File: src/rtl/dsp_mac_sequencer.sv
// dsp_mac_sequencer
// Drives one DSP slice as a multiply-accumulate engine. A job of `len` signed 18x18 operand
// pairs arrives on a valid/ready stream. Each pair is pushed into the slice's A/B ports. The
// slice's opMode and clock enables are sequenced so that P accumulates the sum of products.
// The 48-bit P value is then returned on a valid/ready result port.
//
// Ports
//   clk, rstN                  clock, asynchronous active-low reset
//   start, len, busy           job request (sampled in idle), pair count, not-idle flag
//   op_valid/op_ready/op_a/b   operand pair stream
//   res_valid/res_ready/data   result stream; 48-bit accumulated sum
//   dsp_a, dsp_b               slice A/B inputs (combinational from op_a/op_b)
//   dsp_ce_a/b/m/opmode/p      slice clock enables
//   dsp_opmode                 slice opMode (registered inside the slice)
//   dsp_p                      slice P output
module dsp_mac_sequencer #(
  parameter int unsigned LEN_W   = 8,
  parameter int unsigned MUL_LAT = 2
) (
  input  logic             clk,
  input  logic             rstN,
  input  logic             start,
  input  logic [LEN_W-1:0] len,
  output logic             busy,
  input  logic             op_valid,
  output logic             op_ready,
  input  logic [17:0]      op_a,
  input  logic [17:0]      op_b,
  output logic             res_valid,
  input  logic             res_ready,
  output logic [47:0]      res_data,
  output logic [17:0]      dsp_a,
  output logic [17:0]      dsp_b,
  output logic             dsp_ce_a,
  output logic             dsp_ce_b,
  output logic             dsp_ce_m,
  output logic             dsp_ce_opmode,
  output logic             dsp_ce_p,
  output logic [7:0]       dsp_opmode,
  input  logic [47:0]      dsp_p
);

  localparam int unsigned Depth = MUL_LAT + 1;

  // X=M, Z=0 for the first product (overwrites stale P); X=M, Z=P afterwards.
  localparam logic [7:0] OpFirst = 8'h01;
  localparam logic [7:0] OpAcc   = 8'h09;
  localparam logic [7:0] OpNone  = 8'h00;

  typedef enum logic [1:0] {StIdle, StRun, StDrain, StDone} state_e;

  state_e           state_q, state_d;
  logic [LEN_W-1:0] remaining_q, remaining_d;
  logic             first_q, first_d;
  logic [47:0]      res_data_q, res_data_d;

  // Tag pipe, bit i = stage i+1. The first flag is only consulted at stage MUL_LAT-1,
  // so its pipe stops there.
  logic [Depth-1:0]   vld_q;
  logic [Depth-1:0]   lst_q;
  logic [MUL_LAT-2:0] fst_q;

  logic op_hs;
  logic last_out;

  assign op_ready = (state_q == StRun);
  assign op_hs    = op_valid & op_ready;
  assign last_out = vld_q[Depth-1] & lst_q[Depth-1];

  always_comb begin
    state_d     = state_q;
    remaining_d = remaining_q;
    first_d     = first_q;
    res_data_d  = res_data_q;
    unique case (state_q)
      StIdle: begin
        if (start) begin
          if (len != '0) begin
            state_d     = StRun;
            remaining_d = len;
            first_d     = 1'b1;
          end else begin
            state_d    = StDone;
            res_data_d = '0;
          end
        end
      end
      StRun: begin
        if (op_hs) begin
          remaining_d = remaining_q - LEN_W'(1);
          first_d     = 1'b0;
          if (remaining_q == LEN_W'(1)) state_d = StDrain;
        end
      end
      StDrain: begin
        // P has absorbed the last product by the time its tag leaves the pipe.
        if (last_out) begin
          res_data_d = dsp_p;
          state_d    = StDone;
        end
      end
      StDone: begin
        if (res_ready) state_d = StIdle;
      end
      default: state_d = StIdle;
    endcase
  end

  always_ff @(posedge clk or negedge rstN) begin
    if (!rstN) begin
      state_q     <= StIdle;
      remaining_q <= '0;
      first_q     <= 1'b0;
      res_data_q  <= '0;
      vld_q       <= '0;
      lst_q       <= '0;
      fst_q       <= '0;
    end else begin
      state_q     <= state_d;
      remaining_q <= remaining_d;
      first_q     <= first_d;
      res_data_q  <= res_data_d;
      // The pipe shifts every cycle; cycles without a handshake insert bubble tags.
      vld_q       <= Depth'({vld_q, op_hs});
      lst_q       <= Depth'({lst_q, op_hs & (remaining_q == LEN_W'(1))});
      fst_q       <= (MUL_LAT - 1)'({fst_q, op_hs & first_q});
    end
  end

  always_comb begin
    dsp_opmode = OpNone;
    if (vld_q[MUL_LAT-2]) dsp_opmode = fst_q[MUL_LAT-2] ? OpFirst : OpAcc;
  end

  assign busy          = (state_q != StIdle);
  assign res_valid     = (state_q == StDone);
  assign res_data      = res_data_q;
  assign dsp_a         = op_a;
  assign dsp_b         = op_b;
  assign dsp_ce_a      = op_hs;
  assign dsp_ce_b      = op_hs;
  assign dsp_ce_m      = 1'b1;
  assign dsp_ce_opmode = 1'b1;
  assign dsp_ce_p      = vld_q[MUL_LAT-1];

endmodule

File: config.mk
export PLATFORM = sky130hd
export DESIGN_NAME = dsp_mac_sequencer
export DESIGN_NICKNAME = d
export VERILOG_FILES = /design/src/rtl/dsp_mac_sequencer.sv
export SDC_FILE = /design/constraint.sdc
export NUM_CORES = 1
export LEC_CHECK = 0
export ABC_CLOCK_PERIOD_IN_PS = 2150
export BUFFER_PORTS_ARGS = -buffer_cell sky130_fd_sc_hd__buf_2
export CAP_MARGIN = 20
export CELL_PAD_IN_SITES_DETAIL_PLACEMENT = 2
export CELL_PAD_IN_SITES_GLOBAL_PLACEMENT = 2
export CORE_UTILIZATION = 22
export DETAILED_ROUTE_END_ITERATION = 16
export GPL_TIMING_DRIVEN = 0
export PLACE_DENSITY_LB_ADDON = 0.1
export SETUP_SLACK_MARGIN = 0.15
export SYNTH_ARGS = -nofsm -noshare
export SYNTH_HDL_FRONTEND = slang
export SYNTH_SLANG_ARGS = --single-unit
File: constraint.sdc
create_clock -name clk -period 2.15 [get_ports clk]
set_clock_uncertainty 0.2 [all_clocks]
set_input_delay 0.215 -clock clk [delete_from_list [all_inputs] [get_ports clk]]
set_output_delay 0.215 -clock clk [all_outputs]
set_load 0.1 [all_outputs]
==> results.sh <==
export IMPL_hold_path_class="in -> reg"
export IMPL_layout_drive_gt1_share_pct=46.88
export IMPL_cts_sinks=66
export IMPL_setup_viol=0
export IMPL_synthArstFlopShare_pct=100.0
export IMPL_hp_start="len[0]"
export IMPL_die_area_um2=16620
export IMPL_numPortBuffers=152
export IMPL_synth_warnings=0
export IMPL_pre_cts_ws_ns=-0.3483
export IMPL_die_y_um=128.9
export IMPL_arrival_ns=2.12
export IMPL_drt_vias_per_instance=4.087
export IMPL_worstPathBufferInverterCount=5
export IMPL_fin_crit_ns=2.067
export IMPL_r2r_end="res_data[45]$_DFFE_PN0P_"
export IMPL_finalMaxSlewViolations=0
export IMPL_dp_cells=732
export IMPL_antenna_found_initial=0
export IMPL_num_fill_cells=1737
export IMPL_clk_pin_slew_ns=0.06
export IMPL_core_um2=15830
export IMPL_r2r_start="state_q[1]$_DFFE_PN0P_"
export IMPL_synth_cells=357
export IMPL_drc_errors=0
export IMPL_stdcell_count=824
export IMPL_clock_path_buffers=2
export IMPL_crit_path_max_fanout=5
export IMPL_cts_root_buf="clkbuf_16"
export IMPL_hold_depth=3
export IMPL_fmax_ghz=0.4837
export IMPL_synth_area_per_cell_um2=9.925
export IMPL_synth_top_area_share_pct=46.61
export IMPL_dr_pass1_iters=4
export IMPL_tightest_slew_ns=0.5154
export IMPL_rows=46
export IMPL_cpMaxStageDelayCell="dfrtp_1"
export IMPL_finalHoldViolCount=0
export IMPL_outcome="completed"
export IMPL_path_delay_family="buffers and inverters"
export IMPL_synth_seq_cells=66
export IMPL_irDropWorstVdd_v=0.0007624
export IMPL_slew_headroom_pct=65.87
export IMPL_drv_cap=0
export IMPL_start_util_pct=22.39
export IMPL_post_synth_mux_area_share_pct=14.97
export IMPL_nets=707
export IMPL_crit_path_max_incr_delay_ns=0.41
export IMPL_htree_levels=3
export IMPL_ff2ff_setup_slack_ns=0.08
export IMPL_wl_um=12350
export IMPL_path_cells="buf_6, ha_4, buf_8, a22o_4, a21oi_4, buf_6, buf_12, buf_12, mux2i_2"
export IMPL_io_pins=197
export IMPL_ys_types=41
export IMPL_drt_iter0_markers=74
export IMPL_critPathRequiredTime_ns=2.20
export IMPL_start_kind="flip-flop"
export IMPL_ant_nets=0
export IMPL_timing_final_crit_share_pct=96.15
export IMPL_powerDensity_nw_per_um2=1372
export IMPL_synth_seq_area_share_pct=46.61
export IMPL_track_usage_pct=15.07
export IMPL_synthTopCellsByArea="dfrtp_1 (47%), mux2i_1 (15%), buf_4 (10%)"
export IMPL_worstRegToRegCells=9
export IMPL_synth_adder_area_share_pct=2.472
export IMPL_postLayoutCellArea_um2=6026
export IMPL_grt_pass1_wl_um=18790
export IMPL_grt_pass1_vias=3655
export IMPL_overflow=0
export IMPL_cts_tree="yes"
export IMPL_cts_buffers_inserted=9
export IMPL_p_leak_nw=2.937
export IMPL_synth_top_family_by_area="buffers and inverters"
export IMPL_min_to="remaining_q[0]$_DFFE_PN0P_"
export IMPL_yosysTopAreaCell="dfrtp_1"
export IMPL_gp_congestion=0.7269
export IMPL_grt_max_degree=51
export IMPL_rsz0062_at_grt="yes"
export IMPL_endpoint_kind="flip-flop"
export IMPL_syn_area_um2=3543
export IMPL_synthSimpleGateAreaFrac_pct=10.31
export IMPL_synth_edff_count=0
export IMPL_antenna_cells=0
export IMPL_die_x_um=128.9
export IMPL_clk_latency_ns=0.34
export IMPL_setup_worst_path_start="state_q[1]$_DFFE_PN0P_"
export IMPL_ys_flop_type="dfrtp_1"
export IMPL_post_drt_wl_per_cell_um=14.99
export IMPL_critPathKind="reg -> reg"
export IMPL_setup_ws_ns=0.08273
export IMPL_fin_worst_hold_slack_ns=0.02248
export IMPL_via_count=3368
export IMPL_syn_to_final_growth_pct=70.06
export IMPL_dp_hpwl_um=8183
export IMPL_post_dp_cell_area_um2=4710
export IMPL_synth_xor_area_share_pct=0
export IMPL_synth_compound_area_share_pct=6.921
worst max path at each step:
stage | endpoint | slack (ns) | cells past startpoint
2_1_floorplan | dsp_ce_b | -0.05 | 6
3_5_place_dp | res_data[2]$_DFFE_PN0P_ | -0.35 | 7
6_report | res_data[45]$_DFFE_PN0P_ | 0.08 | 9
3_3_place_gp | res_data[3]$_DFFE_PN0P_ | -0.29 | 7
4_1_cts | res_data[11]$_DFFE_PN0P_ | 0.03 | 9
5_1_grt | res_data[11]$_DFFE_PN0P_ | -0.00007 | 10
placed cells by master, fill, tap and decap left out, types with 8 or more instances in the layout:
master         synthesis  final
mux2i_1               53     49
inv_1                 57     54
nand2_1               55     53
dlygate4sd3_1          0     49
buf_2                  2    148
buf_4                 48     66
clkbuf_16              0     11
dfrtp_1               66     65
conb_1                 2      8
buf_12                 0     11
stage by stage:
| stage | util [%] | TNS, ns | power (mW) |
|---|---|---|---|
| floorplan | - | -0.08081 | 5.059 |
| global placement | 29.57 | -6.207 | 5.785 |
| detailed placement | 29.75 | -6.576 | 5.869 |
| CTS | 37.14 | 0 | 8.159 |
| global route | 38.07 | -0.00006573 | 8.719 |
| finish | 38.07 | 0 | 8.269 |
where the power goes:
part | switching (mW) | internal, mW | total (mW)
Sequential | 0.205 | 1.53 | 1.73
Clock | 0.580 | 0.955 | 1.53
Combinational | 3.29 | 1.71 | 5.00
registers in the layout, summed over array words and instances, names as in the netlist:
| signal | flops |
|---|---|
| first_q | 1 |
| fst_q | 1 |
| lst_q | 3 |
| remaining_q | 8 |
| res_data | 48 |
| state_q | 2 |
| vld_q | 3 |
worst reg2reg max path, cell delays in order (launching register included):
cell and delay [ns]:
dfrtp_1 0.41, buf_6 0.13, ha_4 0.15, buf_8 0.12, a22o_4 0.23, a21oi_4 0.15, buf_6 0.14, buf_12 0.12
buf_12 0.12, mux2i_2 0.22
area by class of cell:
cell class                 count  area (um2)  area share (%)
clock inverter                 5       52.55          0.8721
sequential                    66        1653           27.43
timing repair buffer         229        1623           26.93
tap                          216       270.3           4.485
clock buffer                  11       252.7           4.194
inverter                      59       239.0           3.966
multi-input combinational    177        1403           23.28
buffer                        61       533.0           8.846
layer usage:
metal / up-vias / part of all wire [%] / track usage [%]
met5: - / 0 / 0
met3: 13 / 6.1 / 5.073
met1: 1664 / 38 / 15.55
met2: 100 / 54 / 28.65
met4: 0 / 1.3 / 4.429
li1: 1591 / - / -
Yosys cell counts, types with 3 or more instances:
library cell   n
nor2_1         4
inv_1         57
dfrtp_1       66
mux2i_1       53
a221oi_1       4
clkbuf_1       8
buf_6          3
buf_4         48
a2bb2oi_1      5
ha_1           7
o22ai_1        4
nand3_1        5
nand2_1       55
a21oi_1        3
nand4_1        3
kinds of logic after synthesis:
kind of cell	Yosys count
multiplexers	53
AND/OR/NAND/NOR	78
flip-flops	66
other	2
adder cells (fa/ha/maj)	7
AO/OA/AOI/OAI	31
buffers and inverters	120
repair_timing:
item / 4_1_cts / 5_1_grt
gates resized for setup: 36 / 22
setup buffers: 18 / 7
hold endpoints to repair: 114 / 0
endpoints found under the setup margin: 57 / 62
gates cloned: 1 / 1
pin swaps: 3 / 5
hold buffers: 49 / 0
No activity file was read; power rests on OpenSTA's default activity.
